## config.mk

```make
export PLATFORM = sky130hd
export DESIGN_NAME = sr_excitation_driver
export DESIGN_NICKNAME = d
export VERILOG_FILES = /design/src/rtl/sr_excitation_driver.sv
export SDC_FILE = /design/constraint.sdc
export NUM_CORES = 1
export LEC_CHECK = 0
export CELL_PAD_IN_SITES_DETAIL_PLACEMENT = 0
export CELL_PAD_IN_SITES_GLOBAL_PLACEMENT = 2
export CORE_MARGIN = 4
export CORE_UTILIZATION = 25
export DETAILED_ROUTE_END_ITERATION = 8
export PLACE_DENSITY_LB_ADDON = 0.05
export SYNTH_ARGS = -nofsm -noshare
export SYNTH_HDL_FRONTEND = slang
export SYNTH_SLANG_ARGS = --single-unit
export TNS_END_PERCENT = 20
```

## constraint.sdc

```tcl
create_clock -name i_clk -period 3.15 [get_ports i_clk]
set_input_delay 0.315 -clock i_clk [delete_from_list [all_inputs] [get_ports i_clk]]
set_output_delay 0.315 -clock i_clk [all_outputs]
set_load 0.01 [all_outputs]
```

## src/rtl/sr_excitation_driver.sv

```systemverilog
// Write-side driver for a bank of external SR cells: derives S/R excitation from live Q feedback.
// Readback check with bounded retries is built only when SR_EXC_VERIFY_EN is defined.
module sr_excitation_driver #(
   parameter int unsigned WIDTH     = 8,
   parameter int unsigned PULSE_CYC = 2,
   parameter int unsigned MAX_RETRY = 2
) (
   input  logic             i_clk,
   input  logic             i_rst,
   input  logic             i_in_valid,
   output logic             o_in_ready,
   input  logic [WIDTH-1:0] i_in_target,
   input  logic [WIDTH-1:0] i_q_fb,
   output logic [WIDTH-1:0] o_s_out,
   output logic [WIDTH-1:0] o_r_out,
   output logic             o_busy,
   output logic             o_done,
   output logic             o_err,
   output logic [WIDTH-1:0] o_err_mask
);

   typedef enum logic [1:0] {StIdle, StDrive, StRelease, StCheck} state_e;

   state_e           r_state, w_state_d;
   logic [WIDTH-1:0] r_s, w_s_d;
   logic [WIDTH-1:0] r_r, w_r_d;
   logic [WIDTH-1:0] r_target, w_target_d;
   logic [3:0]       r_cnt, w_cnt_d;
   logic             r_done, w_done_d;
`ifdef SR_EXC_VERIFY_EN
   logic [2:0]       r_retry, w_retry_d;
   logic             r_err, w_err_d;
   logic [WIDTH-1:0] r_err_mask, w_err_mask_d;
`endif

   always_comb begin
      w_state_d  = r_state;
      w_s_d      = r_s;
      w_r_d      = r_r;
      w_target_d = r_target;
      w_cnt_d    = r_cnt;
      w_done_d   = 1'b0;
`ifdef SR_EXC_VERIFY_EN
      w_retry_d    = r_retry;
      w_err_d      = 1'b0;
      w_err_mask_d = r_err_mask;
`endif
      case (r_state)
         StIdle: begin
            if (i_in_valid) begin
               // S and R are disjoint by construction: S needs t&~q, R needs ~t&q
               w_target_d = i_in_target;
               w_s_d      = i_in_target & ~i_q_fb;
               w_r_d      = ~i_in_target & i_q_fb;
               w_cnt_d    = 4'd0;
               w_state_d  = StDrive;
`ifdef SR_EXC_VERIFY_EN
               w_retry_d    = 3'd0;
               w_err_mask_d = '0;
`endif
            end
         end
         StDrive: begin
            if (r_cnt == 4'(PULSE_CYC - 1)) begin
               w_s_d     = '0;
               w_r_d     = '0;
               w_state_d = StRelease;
            end else begin
               w_cnt_d = r_cnt + 4'd1;
            end
         end
         StRelease: begin
`ifdef SR_EXC_VERIFY_EN
            w_state_d = StCheck;
`else
            w_state_d = StIdle;
            w_done_d  = 1'b1;
`endif
         end
`ifdef SR_EXC_VERIFY_EN
         StCheck: begin
            if (i_q_fb == r_target) begin
               w_state_d    = StIdle;
               w_done_d     = 1'b1;
               w_err_mask_d = '0;
            end else if (r_retry < 3'(MAX_RETRY)) begin
               w_retry_d = r_retry + 3'd1;
               w_s_d     = r_target & ~i_q_fb;
               w_r_d     = ~r_target & i_q_fb;
               w_cnt_d   = 4'd0;
               w_state_d = StDrive;
            end else begin
               w_state_d    = StIdle;
               w_done_d     = 1'b1;
               w_err_d      = 1'b1;
               w_err_mask_d = i_q_fb ^ r_target;
            end
         end
`endif
         default: begin
            w_state_d = StIdle;
            w_s_d     = '0;
            w_r_d     = '0;
         end
      endcase
   end

   always_ff @(posedge i_clk) begin
      if (i_rst) begin
         r_state  <= StIdle;
         r_s      <= '0;
         r_r      <= '0;
         r_target <= '0;
         r_cnt    <= 4'd0;
         r_done   <= 1'b0;
`ifdef SR_EXC_VERIFY_EN
         r_retry    <= 3'd0;
         r_err      <= 1'b0;
         r_err_mask <= '0;
`endif
      end else begin
         r_state  <= w_state_d;
         r_s      <= w_s_d;
         r_r      <= w_r_d;
         r_target <= w_target_d;
         r_cnt    <= w_cnt_d;
         r_done   <= w_done_d;
`ifdef SR_EXC_VERIFY_EN
         r_retry    <= w_retry_d;
         r_err      <= w_err_d;
         r_err_mask <= w_err_mask_d;
`endif
      end
   end

   assign o_in_ready = (r_state == StIdle) && !i_rst;
   assign o_busy     = (r_state != StIdle);
   assign o_s_out    = r_s;
   assign o_r_out    = r_r;
   assign o_done     = r_done;
`ifdef SR_EXC_VERIFY_EN
   assign o_err      = r_err;
   assign o_err_mask = r_err_mask;
`else
   assign o_err      = 1'b0;
   assign o_err_mask = '0;

   // Latched target and retry budget only matter to the readback check.
   logic w_unused_cfg;
   assign w_unused_cfg = ^{r_target, 3'(MAX_RETRY)};
`endif

endmodule

```

==> flow_summary_export.csv <==
group,metric,value,unit
worst_setup_path,cp-start-kind,"register",
floorplan,rows,23,
floorplan,fp.dieArea,0.00529,mm2
synth,synth_simple_gate_area_share,20.2,%
clock_tree,cts_inserted_buffers,3,
clock_tree,cts_root_buf,"clkbuf_8",
timing,max_freq,0.494,GHz
min_path,min_to,"o_r_out[0]$_SDFFE_PP0P_",
timing,rsz0062_at_grt,"no",
worst_setup_path,path_max_fanout,16,
place,numPortBuffers,37,
synth,netlist_top_cells_count,"23 x dfxtp_1, 17 x nor2b_1, 16 x a32o_1, 10 x buf_4, 4 x inv_1",
clock_tree,cts_setup_buffers,0,
worst_setup_path,cp.buffers_inverters,1,
global_route,grt_pass1_vias,902,
worst_setup_path,rrSetupSlack,1.13,ns
worst_setup_path,cpMaxStageDelayCell,"o21ai_1",
clock_tree,cts_max_level,1,
clock_tree,cts_sinks,23,
synth,muxShareOfSynthArea,0,%
run,drv_cap,0,
detailed_routing,wirelength,2.38,mm
worst_setup_path,endpoint_kind,"register",
synth,synth_edf_count,0,
finish,drive_above_1_share,6.57,%
synth,synth_top_family_by_area,"compound AO/OA/AOI/OAI gates",
timing,worst_pin_slew,1.13,ns
synth,synthTopCellsByArea,"dfxtp_1 44%, a32o_1 15%, nor2b_1 10%, buf_4 7.2%, ha_1 2.4%",
pwr,power_density,409,mW/mm2
worst_setup_path,arrival,2.23,ns
synth,synth.cell_area,0.00105,mm2
floorplan,coreArea,0.00403,mm2
detailed_routing,drc,0,
min_path,hp-start,"o_r_out[0]$_SDFFE_PP0P_",
timing,fin_worst_skew,0.000735,ns
detailed_routing,drtPass1Iterations,4,
clock_tree,cts_tree,"yes",
worst_setup_path,path_cells,"inv_1 -> ha_1 -> nor3b_1 -> o21ai_1 -> a32o_1",
clock_tree,cts.path.max_buffers,2,
timing,holdWs,0.500,ns
place,gp_congestion,0.782,
finish,diodes,0,
finish,nets,159,
finish,areaGrowthSynthToFinish,39.4,%
timing,final_max_slew_viol_count,0,
finish,fillers,411,
timing,fin_crit_sh,64.3,%
synth,synth_largest_area_cell,"dfxtp_1",
min_path,holdPathStages,1,
synth,synth_top_flop_cell,"dfxtp_1",
place,place_hpwl,1.74,mm
detailed_routing,drt-initial-drc-count,30,
clock_tree,cts.hold.buffers_added,0,
global_route,grt_pass1_wl,4.15,mm
worst_setup_path,worst_path_largest_cell_delay,0.87,ns
detailed_routing,ant_nets,0,
synth,yosysTopAreaCellShare,43.9,%
worst_setup_path,r2r-start,"r_cnt[1]$_SDFFE_PP0P_",
floorplan,die_x,72.8,um
synth,syn_inst,101,
synth,synth-seq-cells,23,
synth,synth_compound_area_share,22.6,%
global_route,overflow,0,
synth,synth-adder-area-share,2.39,%
worst_setup_path,path_depth,5,
detailed_routing,wl_per_cell,12.7,um
synth,syn_avg_cell_area,10.4,um2
place,placed_area,0.00142,mm2
global_route,grt_max_degree,17,
floorplan,ios,47,
clock_tree,ctsResizeCount,0,
global_route,track_usage,9.88,%
pwr,ir_worst_vdd,0.000228,V
synth,synth-xor-area-share,0,%
finish,fin_area,0.00146,mm2
min_path,hold_path.class,"register to register",
timing,finalCriticalPeriod,2.02,ns
synth,ys_types,29,
clock_tree,insertion_delay,0.26,ns
detailed_routing,num_vias,867,
worst_setup_path,reg2reg_depth,5,
timing,finalSetupTns,0,ns
finish,final_cells,187,
worst_setup_path,path_class,"register to register",
timing,hold_viol,0,
synth,yosysMostFrequentCell,"dfxtp_1",
global_route,antenna_found_initial,0,
synth,yosysSeqAreaShare,43.9,%
detailed_routing,vias_per_cell,4.64,
synth,async_reset_ff_share,0,%
floorplan,die_y,72.8,um
place,dp_cells,183,
floorplan,start_util,26.0,%
worst_setup_path,r2r-end,"o_s_out[0]$_SDFFE_PP0P_",
timing,setup_violations,0,
timing,slew-limit-headroom,23.9,%
outcome,status,"finished, final reports clean",
clock_tree,clkTransAtPathRegs,0.08,ns
pwr,p_leak,0.522,nW
synth,yosysWarningCount,0,
worst_setup_path,worstPathRequired,3.35,ns
pwr,p_total,0.000598,W
worst_setup_path,cp_top_family,"compound AO/OA/AOI/OAI gates",
-- per-stage QoR --
| stage | setup slack (ns) | utilization (%) |
|---|---|---|
| final | 1.13 | 36.3 |
| after global routing | 0.812 | 36.3 |
| after CTS | 1.06 | 36.3 |
| after detailed placement | 1.10 | 35.1 |
| after global placement | 1.15 | 35.1 |
| after floorplan | 1.72 | - |
-- worst register-to-register path, delay by kind of cell (launching register included) --
family / cells / cell delay, ns
AND/OR/NAND/NOR: 1 / 0.15
buffers and inverters: 1 / 0.07
flip-flops: 1 / 0.37
AO/OA/AOI/OAI: 2 / 1.17
adder cells (fa/ha/maj): 1 / 0.20
-- metal layers --
metal | wire length [um] | global-route usage, %
met2 | 1200 | 18.1
met4 | 17 | 1.84
met3 | 194 | 3.58
met1 | 968 | 10.9
met5 | 0 | 0
-- cell type report --
cell class | count | area [um2] | share of cell area, %
Multi-Input combinational cell | 69 | 507 | 34.7
Tap cell | 50 | 62.6 | 4.28
Clock buffer | 3 | 41.3 | 2.83
Sequential cell | 23 | 460 | 31.5
Clock inverter | 1 | 5.00 | 0.342
Inverter | 4 | 15.0 | 1.03
Timing Repair Buffer | 37 | 370 | 25.3
-- cell families after synthesis --
group | Yosys count
other | 1
AO/OA/AOI/OAI | 27
AND/OR/NAND/NOR | 31
buffers and inverters | 17
flip-flops | 23
adder cells (fa/ha/maj) | 2
-- state kept, by name (all words and copies together), names as in the netlist --
signal   cells
o_s_out      8
o_done       1
r_cnt        4
o_r_out      8
r_state      2
-- where the power goes --
group	switching [W]	total (W)	internal, W
clock	0.0000936	0.000182	0.0000881
combinational	0.0000470	0.000105	0.0000578
sequential	0.00000880	0.000311	0.000302
-- worst max path at each step --
stage	startpoint	to	slack, ns
floorplan	r_cnt[1]$_SDFFE_PP0P_	o_r_out[0]$_SDFFE_PP0P_	1.72
finish	r_cnt[1]$_SDFFE_PP0P_	o_s_out[0]$_SDFFE_PP0P_	1.13
CTS	r_cnt[1]$_SDFFE_PP0P_	o_s_out[7]$_SDFFE_PP0P_	1.06
global placement	r_cnt[1]$_SDFFE_PP0P_	o_s_out[6]$_SDFFE_PP0P_	1.15
global route	r_cnt[1]$_SDFFE_PP0P_	o_s_out[2]$_SDFFE_PP0P_	0.81
detailed placement	r_cnt[1]$_SDFFE_PP0P_	o_s_out[7]$_SDFFE_PP0P_	1.10
-- placed cells by master, fill, tap and decap left out, types with 3 or more instances in the layout --
cell / n
a32o_1: 16
clkbuf_8: 3
clkdlybuf4s50_1: 37
conb_1: 9
dfxtp_1: 23
inv_1: 4
nor2b_1: 17
(Power assumes the default switching activity.)
